[src/rtl/lc3_mmio_responder.sv]
// lc3_mmio_responder: device-register responder for the LC3 data memory bus.
// It decodes the KBSR/KBDR/DSR/DDR window, captures keyboard characters,
// hands display characters to an external sink, and raises the interrupt
// requests. SEL tells the top level to mux RDATA over the memory read data.
// Optional feature macro: LC3_MCR_EN adds the machine control register at
// MCR_ADDR, which drives CLK_EN. Without the macro, CLK_EN is tied high.
module lc3_mmio_responder #(
  parameter logic [15:0] BASE_ADDR = 16'hFE00,
  parameter logic [15:0] MCR_ADDR  = 16'hFFFE
) (
  input  logic        CLK,
  input  logic        RESET,
  input  logic [15:0] ADDR,
  input  logic        RE,
  input  logic        WE,
  input  logic [15:0] WDATA,
  output logic [15:0] RDATA,
  output logic        SEL,
  input  logic        KB_VALID,
  input  logic [7:0]  KB_DATA,
  output logic        KB_READY,
  output logic        DISP_VALID,
  output logic [7:0]  DISP_DATA,
  input  logic        DISP_READY,
  output logic        KB_INT,
  output logic        DISP_INT,
  output logic        CLK_EN
);

`ifdef LC3_MCR_EN
  localparam logic MCR_PRESENT = 1'b1;
`else
  localparam logic MCR_PRESENT = 1'b0;
`endif

  // Register state
  logic       kb_rdy;
  logic       kb_ie;
  logic [7:0] kb_data;
  logic       ds_rdy;
  logic       ds_ie;
  logic       disp_valid;
  logic [7:0] disp_data;

  // Address decode
  logic hit_kbsr;
  logic hit_kbdr;
  logic hit_dsr;
  logic hit_ddr;
  logic hit_mcr;
  logic mapped;

  assign hit_kbsr = (ADDR == BASE_ADDR);
  assign hit_kbdr = (ADDR == BASE_ADDR + 16'd2);
  assign hit_dsr  = (ADDR == BASE_ADDR + 16'd4);
  assign hit_ddr  = (ADDR == BASE_ADDR + 16'd6);
  assign hit_mcr  = MCR_PRESENT & (ADDR == MCR_ADDR);
  assign mapped   = hit_kbsr | hit_kbdr | hit_dsr | hit_ddr | hit_mcr;

  assign SEL = (RE | WE) & mapped;

  // Bus events
  logic kb_accept;
  logic kb_read;
  logic disp_write;
  logic disp_done;

  assign kb_accept  = KB_VALID & KB_READY;
  assign kb_read    = RE & hit_kbdr;
  assign disp_write = WE & hit_ddr & ds_rdy;
  assign disp_done  = disp_valid & DISP_READY;

  // Only bits 14, 7:0 (and 15 for the MCR) of store data are meaningful
  logic unused_wdata;
  assign unused_wdata = ^{WDATA[15], WDATA[13:8]};

`ifdef LC3_MCR_EN
  logic run;

  // Machine control run bit: once the core stops itself only RESET restarts it
  always_ff @(posedge CLK) begin
    if (RESET) begin
      run <= 1'b1;
    end else if (WE && hit_mcr) begin
      run <= run & WDATA[15];
    end
  end

  assign CLK_EN = run;
`else
  assign CLK_EN = 1'b1;
`endif

  // Keyboard side: capture a character when empty, drain it on a KBDR read
  always_ff @(posedge CLK) begin
    if (RESET) begin
      kb_rdy  <= 1'b0;
      kb_ie   <= 1'b0;
      kb_data <= 8'h00;
    end else begin
      if (WE && hit_kbsr) begin
        kb_ie <= WDATA[14];
      end
      if (kb_accept) begin
        kb_data <= KB_DATA;
        kb_rdy  <= 1'b1;
      end else if (kb_read) begin
        kb_rdy  <= 1'b0;
      end
    end
  end

  // Display side: a DDR store launches a character that is held until taken
  always_ff @(posedge CLK) begin
    if (RESET) begin
      ds_rdy     <= 1'b1;
      ds_ie      <= 1'b0;
      disp_valid <= 1'b0;
      disp_data  <= 8'h00;
    end else begin
      if (WE && hit_dsr) begin
        ds_ie <= WDATA[14];
      end
      if (disp_write) begin
        disp_data  <= WDATA[7:0];
        disp_valid <= 1'b1;
        ds_rdy     <= 1'b0;
      end else if (disp_done) begin
        disp_valid <= 1'b0;
        ds_rdy     <= 1'b1;
      end
    end
  end

  // Read mux: always reflects ADDR, whether or not RE is asserted
  always_comb begin
    RDATA = 16'h0000;
    if (hit_kbsr) begin
      RDATA = {kb_rdy, kb_ie, 14'b0};
    end else if (hit_kbdr) begin
      RDATA = {8'h00, kb_data};
    end else if (hit_dsr) begin
      RDATA = {ds_rdy, ds_ie, 14'b0};
    end else if (hit_ddr) begin
      RDATA = 16'h0000;
`ifdef LC3_MCR_EN
    end else if (hit_mcr) begin
      RDATA = {run, 15'b0};
`endif
    end
  end

  assign KB_READY   = ~kb_rdy;
  assign DISP_VALID = disp_valid;
  assign DISP_DATA  = disp_data;
  assign KB_INT     = kb_rdy & kb_ie;
  assign DISP_INT   = ds_rdy & ds_ie;

endmodule

[config.mk]
export PLATFORM = sky130hd
export DESIGN_NAME = lc3_mmio_responder
export DESIGN_NICKNAME = d
export VERILOG_FILES = /design/src/rtl/lc3_mmio_responder.sv
export SDC_FILE = /design/constraint.sdc
export NUM_CORES = 1
export LEC_CHECK = 0
export BUFFER_PORTS_ARGS = -buffer_cell sky130_fd_sc_hd__clkbuf_2
export CORE_MARGIN = 2
export CORE_UTILIZATION = 40
export DETAILED_ROUTE_END_ITERATION = 12
export PLACE_DENSITY = 0.78
export SYNTH_ARGS = -nofsm -noshare
export SYNTH_HDL_FRONTEND = slang
export SYNTH_SLANG_ARGS = --single-unit
[constraint.sdc]
create_clock -name CLK -period 1.9 [get_ports CLK]
set_clock_uncertainty 0.2 [all_clocks]
set_input_delay 0.19 -clock CLK [delete_from_list [all_inputs] [get_ports CLK]]
set_output_delay 0.19 -clock CLK [all_outputs]
set_load 0.01 [all_outputs]
=== Yosys cells after proc, flatten, opt, wreduce, memory -nomap -nowiden ===
Cells that the tools add are included.

* Bits in registers: 21
* Input port bits: 46
* Output and inout bits: 30
* Word-level logic and storage cells: 37

* Eq/ne operators: 4
* Mux-type cells: 9
* Bitwise operators: 13
* Reductions and logical operators: 4

{| class="wikitable"
|+ Operators by type and width
! cell !! number
|-
| $eq A16 B16 Y1 const B || 4
|-
| $mux W16 || 3
|-
| $and A1 B1 Y1 || 8
|-
| $mux W1 || 6
|-
| $or A1 B1 Y1 || 4
|-
| $reduce_bool A2 Y1 || 2
|-
| $logic_and A1 B1 Y1 || 2
|-
| $not A1 Y1 || 1
|}

=== Depth between registers and ports, before layout ===
* Word-level depth: 5
* Mapped depth: 5
* Gate-level depth less buffers: 4

=== Worst setup path before layout ===
Ideal clock, no wire load.

* Path kind: input to register
* Start point: input ADDR[5]
* End point: register kb_ie
* Library setup time: 116 ps
* Arrival time: 1311 ps
* Required time: 1584 ps
* Path slack: 273 ps
* Cell stages on the path: 4
* Path buffers: 0
* Cell sequence: or4_4 -> nor4_4 -> a21oi_1 -> a41o_1

* Cells in the longest elaborated chain, start to end: 2

{| class="wikitable"
|+ RTL lines
! what !! RTL line !! text
|-
| start, declared || 13 || <nowiki>input logic [15:0] ADDR,</nowiki>
|-
| $eq A16 B16 Y1 || 53 || <nowiki>assign hit_kbsr = (ADDR == BASE_ADDR);</nowiki>
|-
| $logic_and A1 B1 Y1 || 101 || <nowiki>if (WE && hit_kbsr) begin</nowiki>
|-
| end signal, assigned || 102 || <nowiki>kb_ie <= WDATA[14];</nowiki>
|-
| end, declared || 38 || <nowiki>logic kb_ie;</nowiki>
|}

No other way between the ends.
A chain may end at the register's enable or synchronous reset.

=== Worst setup path in the final report ===
* Start point: input ADDR[5]
* End point: register kb_rdy

* Cells in the longest elaborated chain, start to end: 3

{| class="wikitable"
|+ RTL lines
! what !! RTL line !! text
|-
| $eq A16 B16 Y1 || 54 || <nowiki>assign hit_kbdr = (ADDR == BASE_ADDR + 16'd2);</nowiki>
|-
| $and A1 B1 Y1 || 69 || <nowiki>assign kb_read = RE & hit_kbdr;</nowiki>
|-
| $reduce_bool A2 Y1 (no source line) || n/a ||
|-
| end signal, assigned || 97 || <nowiki>kb_rdy <= 1'b0;</nowiki>
|-
| end signal, assigned || 106 || <nowiki>kb_rdy <= 1'b1;</nowiki>
|-
| end signal, assigned || 108 || <nowiki>kb_rdy <= 1'b0;</nowiki>
|-
| end, declared || 37 || <nowiki>logic kb_rdy;</nowiki>
|}

No other way between the ends.

==> metrics.cfg <==
[outcome]
outcome=complete, no violations

[cts]
cts_tree=yes
clk_pin_slew_worst_paths_ns=0.12
clock-sinks=21
clock_latency_ns=0.30
htree_num_levels=1
cts_buffers=3
root_buffer=clkbuf_4
clockBufferDepth=2

[pwr]
power.share.switching_pct=25.9
pwr-share-seq_pct=55.8
p_leak_uw=0.000805
p_switching_uw=213
peakVddDrop_uv=641
p_clk_share_pct=26.4
p_per_area_nw_per_um2=497
intPower_uw=609
combPwrFrac_pct=17.8

[drt]
drc=0
ant_nets=0
wl_per_cell_um=13.0
drtIter0Drc=20
routed_wl_um=3060
vias_per_cell=5.21
vias=1224
dr.pass1.iters=4

[logic_synthesis]
synth-xor-area-share_pct=0
avgSynthCellArea_um2=8.87
synth_seq_cells=21
yosysTopAreaCellShare_pct=38.5
synthMuxAreaShare_pct=7.34
synth_top_family_by_area=simple AND/OR/NAND/NOR gates
synthCells=123
yosysSeqAreaShare_pct=38.5
ys_warn_count=0
yosysTopAreaCell=dfxtp_1
syn_area_um2=1090
yosys.area_share.adder_pct=0
synthSimpleGateAreaFrac_pct=30.5
synth_area_leaders=dfxtp_1 (39%), mux2i_1 (7.3%), nand4_1 (6.3%), and2_1 (5.7%), a21oi_1 (5.0%)
synth-compound-area-share_pct=14.3
yosysUniqueCellTypes=28

[finish]
final_cells=235
drive_gt1_share_pct=38.0
area_growth_pct=51.6
final_nets=252
diodes=0

[place]
portBuffers=61
dpl.hpwl_um=2150
gp_congestion=0.802
dpl_worst_slack_ns=0.0227
dp_cells=209

[sta]
fin_crit_ns=1.85
fmax_ghz=0.541
setup_ws_ns=0.0502
period_share_pct=97.4
finalHoldViolCount=0
setup_violations=0
finalHoldWorstSlack_ns=0.0450
maxSlewViolCount=0

[setup_path]
cpPeakStageDelay_ns=0.58
cp-end-kind=flip-flop
crit_path_start_kind=primary input
required_ns=1.90
crit_arrival_ns=1.85
ff2ff_path_depth=3
crit_fanout=9
slowest_stage=dlygate4sd3_1
worstPathCellList=clkbuf_2, nor4_4, nand4_1, nor3b_2, buf_4, a311oi_1, dlygate4sd3_1
crit_type=primary input to flip-flop

[run]
cap_violations=0

[global_routing]
antenna_found_initial=0
grt_pass1_wl_um=5000
grt_pass1_vias=1185
grt_util_all_layers_pct=19.4
grt-ovfl-total=0
grt_max_degree=19

[hold_path]
whs_path_depth=2
hp-class=primary input to flip-flop

[die]
coreArea_um2=2520
die_h_um=56.2
start_util_pct=43.3
rows=18
die_area_um2=3160
ios=76
die_w_um=56.2

[registers in the layout (all words and copies together), names as in the netlist]
register	count
DISP_DATA	8
DISP_VALID	1
ds_ie	1
ds_rdy	1
kb_data	8
kb_ie	1
kb_rdy	1
[worst max-delay path: cells and delay by family]
family	cells	cell delay, ns
AO/OA/AOI/OAI	1	0.09
buffers and inverters	3	0.87
AND/OR/NAND/NOR	3	0.69
[repair_timing]
item,in CTS,in global routing
setup buffers,0,2
setup endpoints to repair,0,11
hold buffers,20,0
resized for setup,0,2
hold endpoints to repair,20,0
[cell usage in the layout, fill, tap and decap left out, types with 2 or more instances in the layout]
| cell | instances |
|---|---|
| a21oi_1 | 11 |
| a22o_2 | 2 |
| a41o_1 | 2 |
| and2_1 | 10 |
| and4_1 | 2 |
| buf_4 | 6 |
| clkbuf_2 | 61 |
| clkbuf_4 | 3 |
| conb_1 | 7 |
| dfxtp_1 | 21 |
| dlygate4sd3_1 | 20 |
| inv_1 | 2 |
| mux2i_1 | 8 |
| nand2_1 | 2 |
| nand4_1 | 11 |
| nor2_1 | 13 |
| nor2b_1 | 2 |
| nor4_4 | 3 |
| o21ai_0 | 9 |
[cell type report]
cell class | count | area (um2)
Sequential cell | 21 | 420
Clock inverter | 1 | 5.00
Timing Repair Buffer | 87 | 551
Tap cell | 30 | 37.5
Fill cell | 218 | 868
Inverter | 2 | 7.51
Multi-Input combinational cell | 91 | 611
Clock buffer | 3 | 22.5
[path summary, 6_finish.rpt]
check	startpoint	end	slack [ns]
hold / removal	WE	kb_ie	0.05
hold reg to reg	DISP_DATA[4]	DISP_DATA[4]	0.28
setup / recovery	ADDR[5]	kb_rdy	0.05
setup reg to reg	kb_rdy	kb_rdy	0.30
[power by group through the flow]
stage / clock network [uW] / logic (uW) / registers [uW]
2_1_floorplan: 0 / 65.2 / 466
3_3_place_gp: 0 / 104 / 468
3_5_place_dp: 0 / 108 / 468
4_1_cts: 224 / 141 / 459
5_1_grt: 246 / 162 / 461
6_report: 217 / 147 / 459
[stage by stage]
| step | util [%] | total power (uW) | cell area, um2 | setup TNS (ns) |
|---|---|---|---|---|
| floorplan | - | 531 | 1110 | 0 |
| global placement | 55.4 | 572 | 1400 | 0 |
| detailed placement | 55.4 | 577 | 1400 | 0 |
| CTS | 64.4 | 824 | 1620 | 0 |
| global route | 65.6 | 868 | 1650 | -0.217 |
| finish | 65.6 | 822 | 1650 | 0 |
[kinds of logic after synthesis]
group	after synthesis
flip-flops	21
other	2
AO/OA/AOI/OAI	26
buffers and inverters	16
AND/OR/NAND/NOR	50
multiplexers	8
[synthesized netlist by cell type]
master / number
inv_1: 2
or4_4: 1
nor4_4: 2
buf_4: 7
dfxtp_1: 21
o21ai_0: 9
or4_1: 1
buf_6: 1
or4b_1: 1
and3_1: 1
and4_1: 2
a22o_2: 2
nor2b_1: 2
clkbuf_1: 6
o21a_1: 1
mux2i_1: 8
and2_1: 10
nor3b_2: 1
nor2_1: 13
and4b_1: 1
conb_1: 2
a41o_1: 2
nand2_1: 2
nor4_1: 1
nand4b_1: 1
a21oi_1: 11
nand4_1: 11
a311oi_1: 1
[per-layer routing]
layer	vias to the layer above	GRT usage [%]	share of wire (%)
li1	600	-	-
met2	50	38.5	53
met4	0	3.06	1.4
met1	568	20.1	39
met3	6	5.58	6.8
met5	-	0	0
Power figures use the tool's default switching activity.
